$ cat src/rtl/dpram_port_arb_if.sv
// dpram_port_arb_if
//   Bundles the EMIF command port, the local req/gnt port, the RAM port and
//   the error flags of dpram_port_arb.
//   slave  : arbiter side (drives ram_*, read returns, loc_gnt, flags)
//   master : environment side (drives commands, local requests, ram_rdata)
interface dpram_port_arb_if #(
    parameter int ADDR_W = 12,
    parameter int DATA_W = 16
);
    logic              emif_wen;
    logic              emif_ren;
    logic [23:0]       emif_addr;
    logic [DATA_W-1:0] emif_wdata;
    logic [DATA_W-1:0] emif_rdata;
    logic              emif_rvalid;

    logic              loc_req;
    logic              loc_we;
    logic [ADDR_W-1:0] loc_addr;
    logic [DATA_W-1:0] loc_wdata;
    logic              loc_gnt;
    logic [DATA_W-1:0] loc_rdata;
    logic              loc_rvalid;

    logic              ram_we;
    logic              ram_re;
    logic [ADDR_W-1:0] ram_addr;
    logic [DATA_W-1:0] ram_wdata;
    logic [DATA_W-1:0] ram_rdata;

    logic              emif_ovf;
    logic              cmd_err;
    logic              err_clr;

    modport slave (
        input  emif_wen, emif_ren, emif_addr, emif_wdata,
        output emif_rdata, emif_rvalid,
        input  loc_req, loc_we, loc_addr, loc_wdata,
        output loc_gnt, loc_rdata, loc_rvalid,
        output ram_we, ram_re, ram_addr, ram_wdata,
        input  ram_rdata,
        output emif_ovf, cmd_err,
        input  err_clr
    );

    modport master (
        output emif_wen, emif_ren, emif_addr, emif_wdata,
        input  emif_rdata, emif_rvalid,
        output loc_req, loc_we, loc_addr, loc_wdata,
        input  loc_gnt, loc_rdata, loc_rvalid,
        input  ram_we, ram_re, ram_addr, ram_wdata,
        output ram_rdata,
        input  emif_ovf, cmd_err,
        output err_clr
    );
endinterface

$ cat src/rtl/dpram_port_arb.sv
// dpram_port_arb
//   Shares the single read/write port of the dual-port RAM between the EMIF
//   front end (unthrottled command pulses, buffered in a FIFO, priority) and
//   local logic (req/gnt handshake, protected by a starvation guard).
//   Read data is routed back to whichever requester issued the read.
// Ports
//   clk_100m : system clock
//   rst      : asynchronous active-high reset
//   bus      : dpram_port_arb_if.slave (EMIF, local, RAM and error signals)
module dpram_port_arb #(
    parameter int ADDR_W     = 12,
    parameter int DATA_W     = 16,
    parameter int FIFO_DEPTH = 4,
    parameter int RD_LAT     = 2,
    parameter int MAX_WAIT   = 8
) (
    input  logic                  clk_100m,
    input  logic                  rst,
    dpram_port_arb_if.slave       bus
);
    localparam int PW = $clog2(FIFO_DEPTH);
    localparam int WW = $clog2(MAX_WAIT + 1);

    typedef struct packed {
        logic              we;
        logic [ADDR_W-1:0] addr;
        logic [DATA_W-1:0] wdata;
    } cmd_t;

    cmd_t              fifo_mem [FIFO_DEPTH];
    cmd_t              push_cmd;
    cmd_t              head;
    logic [PW-1:0]     wr_ptr, rd_ptr;
    logic [PW:0]       count;
    logic              empty, full, push, push_ok, pop;
    logic              gnt, force_loc, cmd_both, ovf_set;
    logic [WW-1:0]     wait_cnt;
    logic              ram_tag;                 // owner of the op now on ram_*: 1 = local
    logic [RD_LAT:1]   vld_pipe, tag_pipe;

    // Simultaneous wen/ren collapses to a write; the read is dropped.
    assign push     = bus.emif_wen | bus.emif_ren;
    assign cmd_both = bus.emif_wen & bus.emif_ren;
    assign push_cmd = {bus.emif_wen, bus.emif_addr[ADDR_W-1:0], bus.emif_wdata};

    assign empty    = (count == '0);
    assign full     = (count == (PW+1)'(FIFO_DEPTH));
    assign head     = fifo_mem[rd_ptr];
    // A pop in the same cycle frees the slot, so a full FIFO still accepts.
    assign push_ok  = push & (~full | pop);
    assign ovf_set  = push & full & ~pop;

    assign force_loc = bus.loc_req && (wait_cnt >= WW'(MAX_WAIT));

    always_comb begin
        gnt = 1'b0;
        pop = 1'b0;
        if (force_loc)       gnt = 1'b1;
        else if (!empty)     pop = 1'b1;
        else if (bus.loc_req) gnt = 1'b1;
    end

    assign bus.loc_gnt = gnt;

    // FIFO storage carries no reset; occupancy is defined by count alone.
    always_ff @(posedge clk_100m) begin
        if (push_ok) fifo_mem[wr_ptr] <= push_cmd;
    end

    always_ff @(posedge clk_100m or posedge rst) begin
        if (rst) begin
            wr_ptr <= '0;
            rd_ptr <= '0;
            count  <= '0;
        end else begin
            if (push_ok) wr_ptr <= wr_ptr + PW'(1);
            if (pop)     rd_ptr <= rd_ptr + PW'(1);
            case ({push_ok, pop})
                2'b10:   count <= count + (PW+1)'(1);
                2'b01:   count <= count - (PW+1)'(1);
                default: count <= count;
            endcase
        end
    end

    always_ff @(posedge clk_100m or posedge rst) begin
        if (rst)                      wait_cnt <= '0;
        else if (!bus.loc_req || gnt) wait_cnt <= '0;
        else if (wait_cnt < WW'(MAX_WAIT)) wait_cnt <= wait_cnt + WW'(1);
    end

    // Arbitration result lands on the RAM port one edge later; address and
    // write data hold their last value when idle.
    always_ff @(posedge clk_100m or posedge rst) begin
        if (rst) begin
            bus.ram_we    <= 1'b0;
            bus.ram_re    <= 1'b0;
            bus.ram_addr  <= '0;
            bus.ram_wdata <= '0;
            ram_tag       <= 1'b0;
        end else begin
            bus.ram_we <= 1'b0;
            bus.ram_re <= 1'b0;
            if (gnt) begin
                bus.ram_we    <= bus.loc_we;
                bus.ram_re    <= ~bus.loc_we;
                bus.ram_addr  <= bus.loc_addr;
                bus.ram_wdata <= bus.loc_wdata;
                ram_tag       <= 1'b1;
            end else if (pop) begin
                bus.ram_we    <= head.we;
                bus.ram_re    <= ~head.we;
                bus.ram_addr  <= head.addr;
                bus.ram_wdata <= head.wdata;
                ram_tag       <= 1'b0;
            end
        end
    end

    // Owner tag travels with each read; stage RD_LAT lines up with ram_rdata.
    always_ff @(posedge clk_100m or posedge rst) begin
        if (rst) begin
            vld_pipe        <= '0;
            tag_pipe        <= '0;
            bus.emif_rvalid <= 1'b0;
            bus.loc_rvalid  <= 1'b0;
            bus.emif_rdata  <= '0;
            bus.loc_rdata   <= '0;
        end else begin
            vld_pipe[1] <= bus.ram_re;
            tag_pipe[1] <= ram_tag;
            for (int k = 2; k <= RD_LAT; k++) begin
                vld_pipe[k] <= vld_pipe[k-1];
                tag_pipe[k] <= tag_pipe[k-1];
            end
            bus.emif_rvalid <= vld_pipe[RD_LAT] & ~tag_pipe[RD_LAT];
            bus.loc_rvalid  <= vld_pipe[RD_LAT] &  tag_pipe[RD_LAT];
            if (vld_pipe[RD_LAT] && !tag_pipe[RD_LAT]) bus.emif_rdata <= bus.ram_rdata;
            if (vld_pipe[RD_LAT] &&  tag_pipe[RD_LAT]) bus.loc_rdata  <= bus.ram_rdata;
        end
    end

    // Sticky flags; a set condition beats err_clr in the same cycle.
    always_ff @(posedge clk_100m or posedge rst) begin
        if (rst) begin
            bus.cmd_err  <= 1'b0;
            bus.emif_ovf <= 1'b0;
        end else begin
            if (cmd_both)         bus.cmd_err <= 1'b1;
            else if (bus.err_clr) bus.cmd_err <= 1'b0;
            if (ovf_set)          bus.emif_ovf <= 1'b1;
            else if (bus.err_clr) bus.emif_ovf <= 1'b0;
        end
    end
endmodule

$ cat src/flat_wrapper.sv
// flat-port wrapper written by rule: the top's interface ports become plain ports
module dpram_port_arb_flat 
#(
    parameter int ADDR_W     = 12,
    parameter int DATA_W     = 16,
    parameter int FIFO_DEPTH = 4,
    parameter int RD_LAT     = 2,
    parameter int MAX_WAIT   = 8
)
  (clk_100m, rst, bus_emif_wen, bus_emif_ren, bus_emif_addr, bus_emif_wdata, bus_emif_rdata, bus_emif_rvalid, bus_loc_req, bus_loc_we, bus_loc_addr, bus_loc_wdata, bus_loc_gnt, bus_loc_rdata, bus_loc_rvalid, bus_ram_we, bus_ram_re, bus_ram_addr, bus_ram_wdata, bus_ram_rdata, bus_emif_ovf, bus_cmd_err, bus_err_clr);
  dpram_port_arb_if #(.ADDR_W(ADDR_W), .DATA_W(DATA_W)) bus_i ();
  input  logic clk_100m;
  input  logic rst;
  input wire logic [$bits(bus_i.emif_wen)-1:0] bus_emif_wen;
  input wire logic [$bits(bus_i.emif_ren)-1:0] bus_emif_ren;
  input wire logic [$bits(bus_i.emif_addr)-1:0] bus_emif_addr;
  input wire logic [$bits(bus_i.emif_wdata)-1:0] bus_emif_wdata;
  output wire logic [$bits(bus_i.emif_rdata)-1:0] bus_emif_rdata;
  output wire logic [$bits(bus_i.emif_rvalid)-1:0] bus_emif_rvalid;
  input wire logic [$bits(bus_i.loc_req)-1:0] bus_loc_req;
  input wire logic [$bits(bus_i.loc_we)-1:0] bus_loc_we;
  input wire logic [$bits(bus_i.loc_addr)-1:0] bus_loc_addr;
  input wire logic [$bits(bus_i.loc_wdata)-1:0] bus_loc_wdata;
  output wire logic [$bits(bus_i.loc_gnt)-1:0] bus_loc_gnt;
  output wire logic [$bits(bus_i.loc_rdata)-1:0] bus_loc_rdata;
  output wire logic [$bits(bus_i.loc_rvalid)-1:0] bus_loc_rvalid;
  output wire logic [$bits(bus_i.ram_we)-1:0] bus_ram_we;
  output wire logic [$bits(bus_i.ram_re)-1:0] bus_ram_re;
  output wire logic [$bits(bus_i.ram_addr)-1:0] bus_ram_addr;
  output wire logic [$bits(bus_i.ram_wdata)-1:0] bus_ram_wdata;
  input wire logic [$bits(bus_i.ram_rdata)-1:0] bus_ram_rdata;
  output wire logic [$bits(bus_i.emif_ovf)-1:0] bus_emif_ovf;
  output wire logic [$bits(bus_i.cmd_err)-1:0] bus_cmd_err;
  input wire logic [$bits(bus_i.err_clr)-1:0] bus_err_clr;
  assign bus_i.emif_wen = bus_emif_wen;
  assign bus_i.emif_ren = bus_emif_ren;
  assign bus_i.emif_addr = bus_emif_addr;
  assign bus_i.emif_wdata = bus_emif_wdata;
  assign bus_emif_rdata = bus_i.emif_rdata;
  assign bus_emif_rvalid = bus_i.emif_rvalid;
  assign bus_i.loc_req = bus_loc_req;
  assign bus_i.loc_we = bus_loc_we;
  assign bus_i.loc_addr = bus_loc_addr;
  assign bus_i.loc_wdata = bus_loc_wdata;
  assign bus_loc_gnt = bus_i.loc_gnt;
  assign bus_loc_rdata = bus_i.loc_rdata;
  assign bus_loc_rvalid = bus_i.loc_rvalid;
  assign bus_ram_we = bus_i.ram_we;
  assign bus_ram_re = bus_i.ram_re;
  assign bus_ram_addr = bus_i.ram_addr;
  assign bus_ram_wdata = bus_i.ram_wdata;
  assign bus_i.ram_rdata = bus_ram_rdata;
  assign bus_emif_ovf = bus_i.emif_ovf;
  assign bus_cmd_err = bus_i.cmd_err;
  assign bus_i.err_clr = bus_err_clr;
  dpram_port_arb #(.ADDR_W(ADDR_W), .DATA_W(DATA_W), .FIFO_DEPTH(FIFO_DEPTH), .RD_LAT(RD_LAT), .MAX_WAIT(MAX_WAIT)) u_core (.clk_100m(clk_100m), .rst(rst), .bus(bus_i));
endmodule
$ cat config.mk
export PLATFORM = sky130hd
export DESIGN_NAME = dpram_port_arb_flat
export DESIGN_NICKNAME = d
export VERILOG_FILES = /design/src/rtl/dpram_port_arb_if.sv /design/src/rtl/dpram_port_arb.sv /design/src/flat_wrapper.sv
export SDC_FILE = /design/constraint.sdc
export NUM_CORES = 1
export LEC_CHECK = 0
export BUFFER_PORTS_ARGS = -buffer_cell sky130_fd_sc_hd__buf_2
export CAP_MARGIN = 10
export CORE_ASPECT_RATIO = 0.7
export CORE_MARGIN = 2
export CORE_UTILIZATION = 58
export DETAILED_ROUTE_END_ITERATION = 10
export GPL_TIMING_DRIVEN = 1
export PLACE_DENSITY = 0.92
export SYNTH_ARGS = -nofsm -noshare
export SYNTH_HDL_FRONTEND = slang
export SYNTH_SLANG_ARGS = --single-unit
$ cat constraint.sdc
create_clock -name clk_100m -period 5.8 [get_ports clk_100m]
set_input_delay 1.74 -clock clk_100m [delete_from_list [all_inputs] [get_ports clk_100m]]
set_output_delay 1.74 -clock clk_100m [all_outputs]
set_load 0.02 [all_outputs]
* Word-level counts from Yosys, hierarchy flattened
Memory sizes are Yosys's and may differ from the RTL's.
Index checks and enable logic that the tools add are counted.
** Storage, ports and cells
- Register bits :: 82
- Latch bits :: 0
- Memory bits (writable) :: 116
- Memory bits (read-only) :: 0
- Logic and storage cells :: 76
- Memories kept :: 1
** Memories
- u_core.fifo_mem :: words 4, width 29, rd ports 1, clocked after memory_dff 0, wr ports 1, line dpram_port_arb.sv:30 : cmd_t fifo_mem [FIFO_DEPTH];
** Operators by class
- $add $sub $neg :: 5
- Multipliers :: 0
- Div/mod/pow operators :: 0
- Order comparisons :: 2
- Eq/ne operators :: 3
- Shift operators :: 0
- Multiplexer cells :: 23
- Bitwise logic cells :: 13
- Reduce and logical (&&, ||, !) cells :: 12
** Operator list (number)
- $mux W16 :: 2
- $mux W12 :: 2
- $mux W1 :: 16
- $reduce_bool A2 Y1 :: 5
- $mux W4 :: 2
- $and A1 B1 Y1 :: 6
- $pmux W3 S2 :: 1
- $not A1 Y1 :: 5
- $add A2 B1 Y2 const B :: 2
- $add A4 B1 Y4 const B :: 1
- $ge A4 B4 Y1 const B :: 1
- $lt A4 B4 Y1 const B :: 1
- $add A3 B1 Y3 const B :: 1
- $eq A3 B3 Y1 const B :: 1
- $logic_and A1 B1 Y1 :: 3
- $logic_not A3 Y1 :: 1
- $sub A3 B1 Y3 const B :: 1
- $eq A2 B1 Y1 const B :: 1
- $eq A2 B2 Y1 const B :: 1
- $logic_not A1 Y1 :: 2
- $or A1 B1 Y1 :: 2
- $logic_or A1 B1 Y1 :: 1

* Longest topological paths before layout
- Depth in word-level cells :: 7
- Gate-level depth with buffers :: 10
- Depth with buffers taken out :: 8

* Worst setup path before layout
No wires, ideal clock.
- Path kind :: input-to-output
- From :: in bus_loc_req
- To :: out bus_loc_gnt
- Data arrival time :: 2.509 ns
- Required time :: 4.060 ns
- Setup slack :: 1.551 ns
- Stages :: 4
- Buffers on the path :: 2
- Cells stage by stage :: buf_2 o21ai_0 inv_1 clkbuf_1
** Between the ends
- Longest elaborated chain between the ends :: 3
- Elaborated cells between the ends (all ways) :: 4
- Those cells by class :: 3 x mux; 1 x reduce/logical
** RTL lines
- from (decl) :: line flat_wrapper.sv:20 : input wire logic [$bits(bus_i.loc_req)-1:0] bus_loc_req;
- $mux W1 :: line dpram_port_arb.sv:60 : else if (bus.loc_req) gnt = 1'b1;
- $mux W1 :: line dpram_port_arb.sv:59 : else if (!empty) pop = 1'b1;
- $mux W1 * :: line dpram_port_arb.sv:58 : if (force_loc) gnt = 1'b1;
- to (decl) :: line flat_wrapper.sv:24 : output wire logic [$bits(bus_i.loc_gnt)-1:0] bus_loc_gnt;
Every way passes the cells marked *; elsewhere a longest branch is shown, timed or not.

* Final worst setup path
Same ends and word-level chain as after synthesis.

==> metrics <==
ANT nets after route=0; DRT Wirelength=16400 um; relative slew slack=27.7%; crit path DAT=2.83 ns; Setup crit start kind=primary input; gr ovfl total=0; Hold Path Class=reg -> reg; Peak Freq=219 MHz; most frequent cells in the layout=145 x buf_2, 116 x edfxtp_1, 81 x dfrtp_1; Final nets=640; final hold vios=0; crit share post-route=78.7%; Mapped Area=0.00752 mm^2; Slew @ Worst Pin=1.08 ns; fillers=808; Post-synth EDFFs=116; vias in the first global route=4582; Gate Count Post-Synth=394; first-pass GRT wire length=25400 um; Setup Skew=0.0124 ns; Yosys reg bits=198; setup total negative slack=0 ns; # setup viols final=0; Clock Path Buffers=2; fin area=0.00897 mm^2; Mapped Avg Cell Area=19.1 um^2; clk slew on worst S/H paths=0.07 ns; post-CTS setup buffers=0; CTS tree=done; Final Slew Violations=0; top post-synthesis cells by area=edfxtp_1 46%, dfrtp_1 27%, mux4_2 8.4%, mux2_2 5.1%, a221o_1 3.7%; largest net degree at the start of global routing=47; IO Pins=158; CP Max Fanout=30; H-tree Lvls=4; root buf cell=clkbuf_16; placed inst area=0.00838 mm^2; worst setup margin=1.23 ns; drc violations=14; average wire per standard cell=22.8 um; leading cell type in the layout, fill and taps excluded=buf_2; Ys Warns=0; Pre-Repair DR Iteration Count=8; initial antenna violation count=0; drt via density=6.01; clk sink count=198; via count=4311; peak supply drop=0.000324 V; CTS hold repair buffers=0; status=finished with violations; dpl cells=684; GP Congestion=0.762; Resize count post-CTS=0; Tmin final=4.57 ns; layout cells sized above 1=45.1%; Layout Cells excl Fill=717; top cell type by total area after synthesis=edfxtp_1; Post-synth top flop=edfxtp_1; Crit path required time=4.06 ns; dpl hpwl=9780 um; die area=0.0139 mm^2; Starting Density=59.9%; Buffers on Ports=145; Static Leak=3.71 nW; endpoint type of the worst setup path=output pin; core area=0.0125 mm^2; Synth cell types=28; violated checks=DRC; P per Cell Area=586 mW/mm^2; sequential-to-total area share from yosys stat=73.6%; number of CTS-inserted buffers=17; std cell rows=34; Tot GR Track Use=24.8%; worst slack, placed=1.27 ns; initial DRC count=324; CP Class=in -> out; Die X=140 um; Mapped Nets=493; synthesis-to-layout area growth=19.3%; RSZ-0062 raised after global routing=false; Clk Latency, worst-skew pair=0.42 ns; top-area cell type share of the netlist area=46.3%; Max Cap Viol=0; fraction of registers with async set/reset=41.4%; Die H=99.3 um; Hold Slack=0.363 ns
## report_power, final
group	switching, mW	internal, mW	leakage, nW
registers	0.279	2.03	2.06
logic	0.964	0.802	1.36
clock network	0.530	0.646	0.286
## kinds of logic after synthesis
group | Yosys count | share of synthesized area [%]
flip-flops | 198 | 73.6
buffers and inverters | 32 | 1.96
AND/OR/NAND/NOR | 52 | 4.11
XOR/XNOR | 7 | 0.815
AO/OA/AOI/OAI | 34 | 4.26
adder cells (fa/ha/maj) | 8 | 1.43
multiplexers | 63 | 13.8
## worst paths after layout
check	slack, ns	startpoint	end	cells after the start
worst max register to register	2.98	u_core.wait_cnt[3]	u_core.count[2]	8
worst min-delay path	0.36	u_core.tag_pipe[1]	u_core.tag_pipe[2]	0
min in group asynchronous	1.37	rst	u_core.vld_pipe[1]	2
max in group asynchronous	3.36	rst	u_core.rd_ptr[0]	3
worst min register to register	0.36	u_core.tag_pipe[1]	u_core.tag_pipe[2]	0
worst max-delay path	1.23	bus_loc_req	bus_loc_gnt	5
## synthesized netlist by cell type (2+ instances only)
cell / n
a221o_1: 28
and2_1: 4
and3_1: 31
buf_2: 4
buf_6: 3
clkbuf_1: 14
dfrtp_1: 82
edfxtp_1: 116
ha_1: 7
inv_1: 11
mux2_2: 34
mux4_2: 28
nand2_1: 4
nand4_1: 2
nor2_1: 5
nor3_1: 2
o21ai_0: 2
o22ai_1: 2
xnor2_1: 5
xor2_1: 2
## cell type report
| cell class | count | area [um^2] | share of cell area (%) |
|---|---|---|---|
| diodes | 1 | 2.50 | 0.0279 |
| clock buffers | 17 | 425 | 4.74 |
| clock inverters | 15 | 164 | 1.83 |
| inverters | 11 | 42.5 | 0.474 |
| multi-input cells | 164 | 1840 | 20.5 |
| flip-flops and latches | 198 | 5540 | 61.7 |
| well taps | 162 | 203 | 2.26 |
| repair buffers | 149 | 756 | 8.42 |
## routing by layer
layer,global-route usage [%],up-vias,routed length [um]
met2,40.8,191,8350
met1,33.1,2246,6660
met4,6.76,0,229
met5,0,-,0
li1,-,1854,-
met3,7.66,20,1130
## metrics by stage
stage	utilization [%]	total power [mW]
2_1_floorplan	-	3.52
3_3_place_gp	66.8	3.98
3_5_place_dp	66.8	4.09
4_1_cts	71.5	5.30
5_1_grt	71.5	5.52
6_report	71.5	5.26
## worst max-delay path, stage by stage
cell and delay [ns]:
buf_2 0.21, o21ai_0 0.15, inv_1 0.09, buf_4 0.37
buf_2 0.25
## flip-flops by register name (all words and copies together), names as in the netlist, 2 cells and up
| register | count |
|---|---|
| u_core.fifo_mem | 116 |
| u_core.bus.emif_rdata | 16 |
| u_core.bus.loc_rdata | 16 |
| u_core.bus.ram_wdata | 16 |
| u_core.bus.ram_addr | 12 |
| u_core.wait_cnt | 4 |
| u_core.count | 3 |
| u_core.rd_ptr | 2 |
| u_core.tag_pipe | 2 |
| u_core.vld_pipe | 2 |
| u_core.wr_ptr | 2 |
(Power assumes the default switching activity.)
